$ cat src/rtl/code_matcher.sv
// rtl/code_matcher.sv - keypad code entry buffer, compare against master/user/staged codes, lockout
module code_matcher #(
   parameter int                          DIGITS         = 6,
   parameter int                          DIGIT_W        = 4,
   parameter int                          CLEAR_KEY      = 7,
   parameter int                          ENTER_KEY      = 8,
   parameter int                          OPT_DIGITS     = 2,
   parameter logic [DIGITS*DIGIT_W-1:0]   MASTER_CODE    = 24'h666666,
   parameter logic [DIGITS*DIGIT_W-1:0]   DEFAULT_UC     = 24'h123456,
   parameter int                          MAX_FAILS      = 3,
   parameter int                          LOCKOUT_CYCLES = 12000000
) (
   input  logic                              hwclk,
   input  logic                              reset,
   input  logic                              key_valid,
   input  logic [DIGIT_W-1:0]                key,
   input  logic                              read_en,
   input  logic [1:0]                        mode,
   input  logic                              commit,
   output logic                              result_valid,
   output logic                              result_match,
   output logic                              locked,
   output logic [DIGITS*DIGIT_W-1:0]         user_code,
   output logic [$clog2(DIGITS+1)-1:0]       digit_count
);

   localparam int CODE_W = DIGITS * DIGIT_W;
   localparam int CNT_W  = $clog2(DIGITS + 1);
   localparam int FAIL_W = $clog2(MAX_FAILS + 1);
   localparam int TMR_W  = $clog2(LOCKOUT_CYCLES + 1);

   localparam logic [DIGIT_W-1:0] CLEAR_K    = DIGIT_W'(CLEAR_KEY);
   localparam logic [DIGIT_W-1:0] ENTER_K    = DIGIT_W'(ENTER_KEY);
   localparam logic [CNT_W-1:0]   CNT_FULL   = CNT_W'(DIGITS);
   localparam logic [FAIL_W-1:0]  FAIL_LAST  = FAIL_W'(MAX_FAILS - 1);
   localparam logic [TMR_W-1:0]   TMR_LOAD   = TMR_W'(LOCKOUT_CYCLES - 1);

   localparam logic [1:0] MODE_MASTER  = 2'b00;
   localparam logic [1:0] MODE_USER    = 2'b01;
   localparam logic [1:0] MODE_CONFIRM = 2'b10;
   localparam logic [1:0] MODE_STAGE   = 2'b11;

   typedef enum logic [1:0] {
      ENTRY  = 2'b00,
      EVAL   = 2'b01,
      LOCKED = 2'b10
   } state_t;

   state_t              state;
   state_t              state_nxt;

   logic [CODE_W-1:0]   entry_buf;
   logic [CODE_W-1:0]   staged_code;
   logic                staged_valid;
   logic [1:0]          eval_mode;
   logic                match_q;
   logic [FAIL_W-1:0]   fail_cnt;
   logic [TMR_W-1:0]    lock_timer;

   logic                key_accept;
   logic                is_clear;
   logic                is_enter;
   logic                enter_go;
   logic                eval_hit;
   logic                counts_fail;
   logic                fail_limit;

   // Stored digits in the top OPT_DIGITS positions that are zero act as wildcards.
   function automatic logic digits_match(input logic [CODE_W-1:0] stored,
                                         input logic [CODE_W-1:0] entered);
      logic ok;
      ok = 1'b1;
      for (int i = 0; i < DIGITS; i++) begin
         if ((stored[i*DIGIT_W +: DIGIT_W] != entered[i*DIGIT_W +: DIGIT_W]) &&
             !((i >= DIGITS - OPT_DIGITS) && (stored[i*DIGIT_W +: DIGIT_W] == '0))) begin
            ok = 1'b0;
         end
      end
      return ok;
   endfunction

   assign key_accept = key_valid & read_en & (state == ENTRY);
   assign is_clear   = (key == CLEAR_K);
   assign is_enter   = (key == ENTER_K);
   assign enter_go   = key_accept & is_enter & (digit_count != '0);

   // The buffer is frozen during EVAL, so it still holds the code being judged.
   always_comb begin
      eval_hit = 1'b0;
      case (eval_mode)
         MODE_MASTER:  eval_hit = (entry_buf == MASTER_CODE);
         MODE_USER:    eval_hit = digits_match(user_code, entry_buf);
         MODE_CONFIRM: eval_hit = staged_valid & digits_match(staged_code, entry_buf);
         default:      eval_hit = 1'b1;
      endcase
   end

   assign counts_fail = (eval_mode != MODE_STAGE) & ~eval_hit;
   assign fail_limit  = counts_fail & (fail_cnt == FAIL_LAST);

   always_ff @(posedge hwclk or posedge reset) begin
      if (reset) begin
         state <= ENTRY;
      end else begin
         state <= state_nxt;
      end
   end

   always_comb begin
      state_nxt = state;
      case (state)
         ENTRY:   if (enter_go) state_nxt = EVAL;
         EVAL:    state_nxt = fail_limit ? LOCKED : ENTRY;
         LOCKED:  if (lock_timer == '0) state_nxt = ENTRY;
         default: state_nxt = ENTRY;
      endcase
   end

   assign result_valid = (state == EVAL);
   assign result_match = (state == EVAL) ? eval_hit : match_q;
   assign locked       = (state == LOCKED);

   always_ff @(posedge hwclk or posedge reset) begin
      if (reset) begin
         entry_buf    <= '0;
         digit_count  <= '0;
         eval_mode    <= MODE_MASTER;
         match_q      <= 1'b0;
         fail_cnt     <= '0;
         lock_timer   <= '0;
         staged_code  <= '0;
         staged_valid <= 1'b0;
         user_code    <= DEFAULT_UC;
      end else begin
         if (key_accept) begin
            if (is_clear) begin
               entry_buf   <= '0;
               digit_count <= '0;
            end else if (!is_enter) begin
               entry_buf <= {entry_buf[CODE_W-DIGIT_W-1:0], key};
               if (digit_count != CNT_FULL) begin
                  digit_count <= digit_count + CNT_W'(1);
               end
            end else if (enter_go) begin
               eval_mode <= mode;
            end
         end

         if (state == EVAL) begin
            entry_buf   <= '0;
            digit_count <= '0;
            match_q     <= eval_hit;
            if (eval_mode != MODE_STAGE) begin
               fail_cnt <= eval_hit ? '0 : fail_cnt + FAIL_W'(1);
            end
            if (fail_limit) begin
               lock_timer <= TMR_LOAD;
            end
         end

         if (state == LOCKED) begin
            if (lock_timer == '0) begin
               fail_cnt <= '0;
            end else begin
               lock_timer <= lock_timer - TMR_W'(1);
            end
         end

         if (commit && staged_valid && (state != LOCKED)) begin
            user_code    <= staged_code;
            staged_valid <= 1'b0;
         end

         // Written after commit so a same-cycle commit takes the old staged value.
         if ((state == EVAL) && (eval_mode == MODE_STAGE)) begin
            staged_code  <= entry_buf;
            staged_valid <= 1'b1;
         end
      end
   end

endmodule

$ cat config.mk
export PLATFORM = sky130hd
export DESIGN_NAME = code_matcher
export DESIGN_NICKNAME = d
export VERILOG_FILES = /design/src/rtl/code_matcher.sv
export SDC_FILE = /design/constraint.sdc
export NUM_CORES = 1
export LEC_CHECK = 0
export ABC_CLOCK_PERIOD_IN_PS = 3320
export CAP_MARGIN = 20
export CORE_ASPECT_RATIO = 1.5
export CORE_UTILIZATION = 30
export CTS_BUF_LIST = sky130_fd_sc_hd__clkbuf_2
export DETAILED_ROUTE_END_ITERATION = 7
export RECOVER_POWER = 25
export REMOVE_ABC_BUFFERS = 1
export SYNTH_ARGS = -nofsm -noshare
export SYNTH_HDL_FRONTEND = slang
export SYNTH_SLANG_ARGS = --single-unit
$ cat constraint.sdc
create_clock -name hwclk -period 3.32 [get_ports hwclk]
set_input_delay 0.498 -clock hwclk [delete_from_list [all_inputs] [get_ports hwclk]]
set_output_delay 0.498 -clock hwclk [all_outputs]
set_load 0.01 [all_outputs]
==> results.toml <==
[power_and_ir_drop]
powerDensity_nw_per_um2 = 488
leakage_nw = 2.74
finalPower_mw = 3.02
ir_drop_uv = 190

[yosys]
synth_area_leaders = "dfrtp_1 46%, mux2_2 11%, xnor2_1 8.2%"
avgSynthCellArea_um2 = 11.5
synth-xor-area-share_pct = 8.91
syn-instance-count = 461
muxShareOfSynthArea_pct = 11.0
synth_edf_count = 0
synth_top_family_by_area = "simple AND/OR/NAND/NOR gates"
yosys.area.top_type = "dfrtp_1"
synth_most_common_cell = "dfrtp_1"
yosys.area_share.simple_pct = 13.7
yosysWarnings = 0
ys_ff_latch = 107
synth_flop_cell = "dfrtp_1"
synth_cell_type_count = 59
async_flop_share_pct = 100
syn_area_um2 = 5310
synth_sequential_area_ratio_pct = 50.6
synth_adder_area_share_pct = 1.18
synthDominantCellAreaShare_pct = 46.2
synth_compound_gate_area_share_pct = 11.4
synthTopCellsByCount = "98 x dfrtp_1, 50 x mux2_2, 50 x xnor2_1"

[floorplan]
die_h_um = 165
design.core.area_um2 = 17300
pin_count = 41
die_area_um2 = 18200
dieWidth_um = 111
fp-row-count = 59
start_util_pct = 30.6

[timing]
finalHoldViolations = 0
fin_worst_skew_ps = 63.8
setup_viol = 0
fin_tns_setup_ps = 0
layout_worst_path_cycle_share_pct = 91.1
fmax_mhz = 331
tightest_slew_ps = 1900
slew_headroom_pct = -27.0
rsz0062_at_grt = "false"
slew_viol_final = 43
period_needed_ps = 3020

[worst_setup_path]
end_kind = "output port"
crit_type = "reg -> out"
worstPathRequired_ps = 2820
worstPathArrival_ps = 2530
cp_max_fo = 6
startpoint_type = "flip-flop"

[drt]
totalWireLength_um = 12200
wire_per_inst_um = 16.9
drc_errors = 0
drtAntennaViolNets = 0
drt-vias-per-instance = 5.15
via_count = 3739
dr.pass1.iters = 4
drtIter0Drc = 175

[outcome]
status = "finished, violations left"
violations = "capacitance limit, slew limit"

[cells_and_area]
synthToLayoutAreaGrowth_pct = 16.8
drive_gt1_share_pct = 24.8
fin_cells = 726
filler_cell_count = 1654
nets = 523
final_util_pct = 35.7

[global_routing]
antenna_found_initial = 1
grt_overflow = 0
grt_first_pass_wirelength_um = 20400
grt_pass1_vias = 3920
grt_max_degree = 43
grt_use_total_pct = 14.3

[clocking]
cts_buffer_depth = 2
cts_made_buffers = 9
cts_tree = "yes"
clkSinkCount = 107
h-tree-depth = 3
worstSkewPairLatency_ps = 630
path_clk_slew_ps = 310
ctsRootBufferMaster = "clkbuf_2"

[run]
cap_violations = 1

[placement]
dpl.cell_count = 699
place_congestion = 0.768
portBuffers = 40
dp_hpwl_um = 8620

[worst_hold_path]
hold_path_class = "in -> reg"
[cell families (layout without fill, tap and decap cells)]
family / Yosys count / after routing
AO/OA/AOI/OAI: 82 / 82
XOR/XNOR: 54 / 54
adder cells (fa/ha/maj): 5 / 5
buffers and inverters: 36 / 87
flip-flops: 107 / 107
multiplexers: 52 / 52
other: 0 / 1
AND/OR/NAND/NOR: 125 / 125
[final timing paths]
path | slack, ps | depth (start not counted) | end | startpoint
worst max-delay path | 300 | 7 | result_match | entry_buf[2]
worst max register to register | 630 | 6 | lock_timer[15] | lock_timer[7]
max in group asynchronous | 780 | 3 | entry_buf[2] | reset
worst min register to register | 530 | 1 | lock_timer[20] | lock_timer[20]
min in group asynchronous | 740 | 2 | staged_code[4] | reset
worst min-delay path | 500 | 2 | eval_mode[0] | mode[0]
[where the power goes]
group | switching (mW) | leakage (nW) | total (mW) | internal [mW]
clock network | 0.471 | 0.0778 | 0.664 | 0.193
registers | 0.177 | 1.42 | 1.60 | 1.42
logic | 0.386 | 1.25 | 0.758 | 0.372
total | 1.03 | 2.74 | 3.02 | 1.99
[routing by layer]
| metal | vias up | global-route usage [%] | share of wire (%) |
|---|---|---|---|
| li1 | 1758 | - | - |
| met1 | 1886 | 16.0 | 41 |
| met2 | 73 | 25.9 | 54 |
| met3 | 22 | 2.35 | 2.2 |
| met4 | 0 | 7.52 | 3.3 |
| met5 | - | 0 | 0 |
[critical path, stage by stage, from the launching register on]
cell and delay (ps):
dfrtp_2 520, xnor2_1 160, nand4b_1 200, nor4_2 400, a21oi_2 120, nand2_2 110, o21a_1 140, dlygate4sd2_1 270
[sequential cells by signal, indices dropped and copies added, names as in the netlist]
signal,cells
match_q,1
staged_code,24
lock_timer,24
user_code,24
eval_mode,2
staged_valid,1
fail_cnt,2
digit_count,3
entry_buf,24
state,2
[cell type report]
cell class / count / area, um2 / share of cell area, %
tap: 213 / 267 / 4.30
inverter: 14 / 53.8 / 0.868
timing repair buffer: 57 / 537 / 8.66
multi-input combinational: 318 / 2500 / 40.4
sequential: 107 / 2700 / 43.6
clock inverter: 7 / 91.3 / 1.47
antenna: 1 / 2.50 / 0.0404
clock buffer: 9 / 45.0 / 0.727
[per-stage QoR]
stage               setup WS (ps)  hold slack (ps)  area, um2
floorplan                    19.7              454       5190
global placement              517              479       5930
detailed placement            516              483       5930
CTS                           262              185       6210
global route                 37.6              444       6200
finish                        295              498       6200
[timing repair]
action / CTS / global route
hold endpoints to repair: 0 / 0
buffers inserted: 10 / 0
resized for setup: 19 / 0
endpoints found under the setup margin: 1 / 0
hold buffers: 0 / 0
[placed cells by master, fill, tap and decap left out, types with 10 or more instances in the layout]
| master | instances |
|---|---|
| dfrtp_2 | 10 |
| inv_1 | 13 |
| a21oi_1 | 17 |
| mux2_2 | 50 |
| buf_4 | 15 |
| clkdlybuf4s50_1 | 38 |
| nand2_1 | 17 |
| clkbuf_2 | 10 |
| nor2_1 | 23 |
| a22o_1 | 24 |
| nand4_1 | 12 |
| o21ai_0 | 10 |
| dfrtp_1 | 88 |
| xnor2_1 | 49 |
| nor3_1 | 10 |
Note: power is estimated with default switching activity, not from simulation.
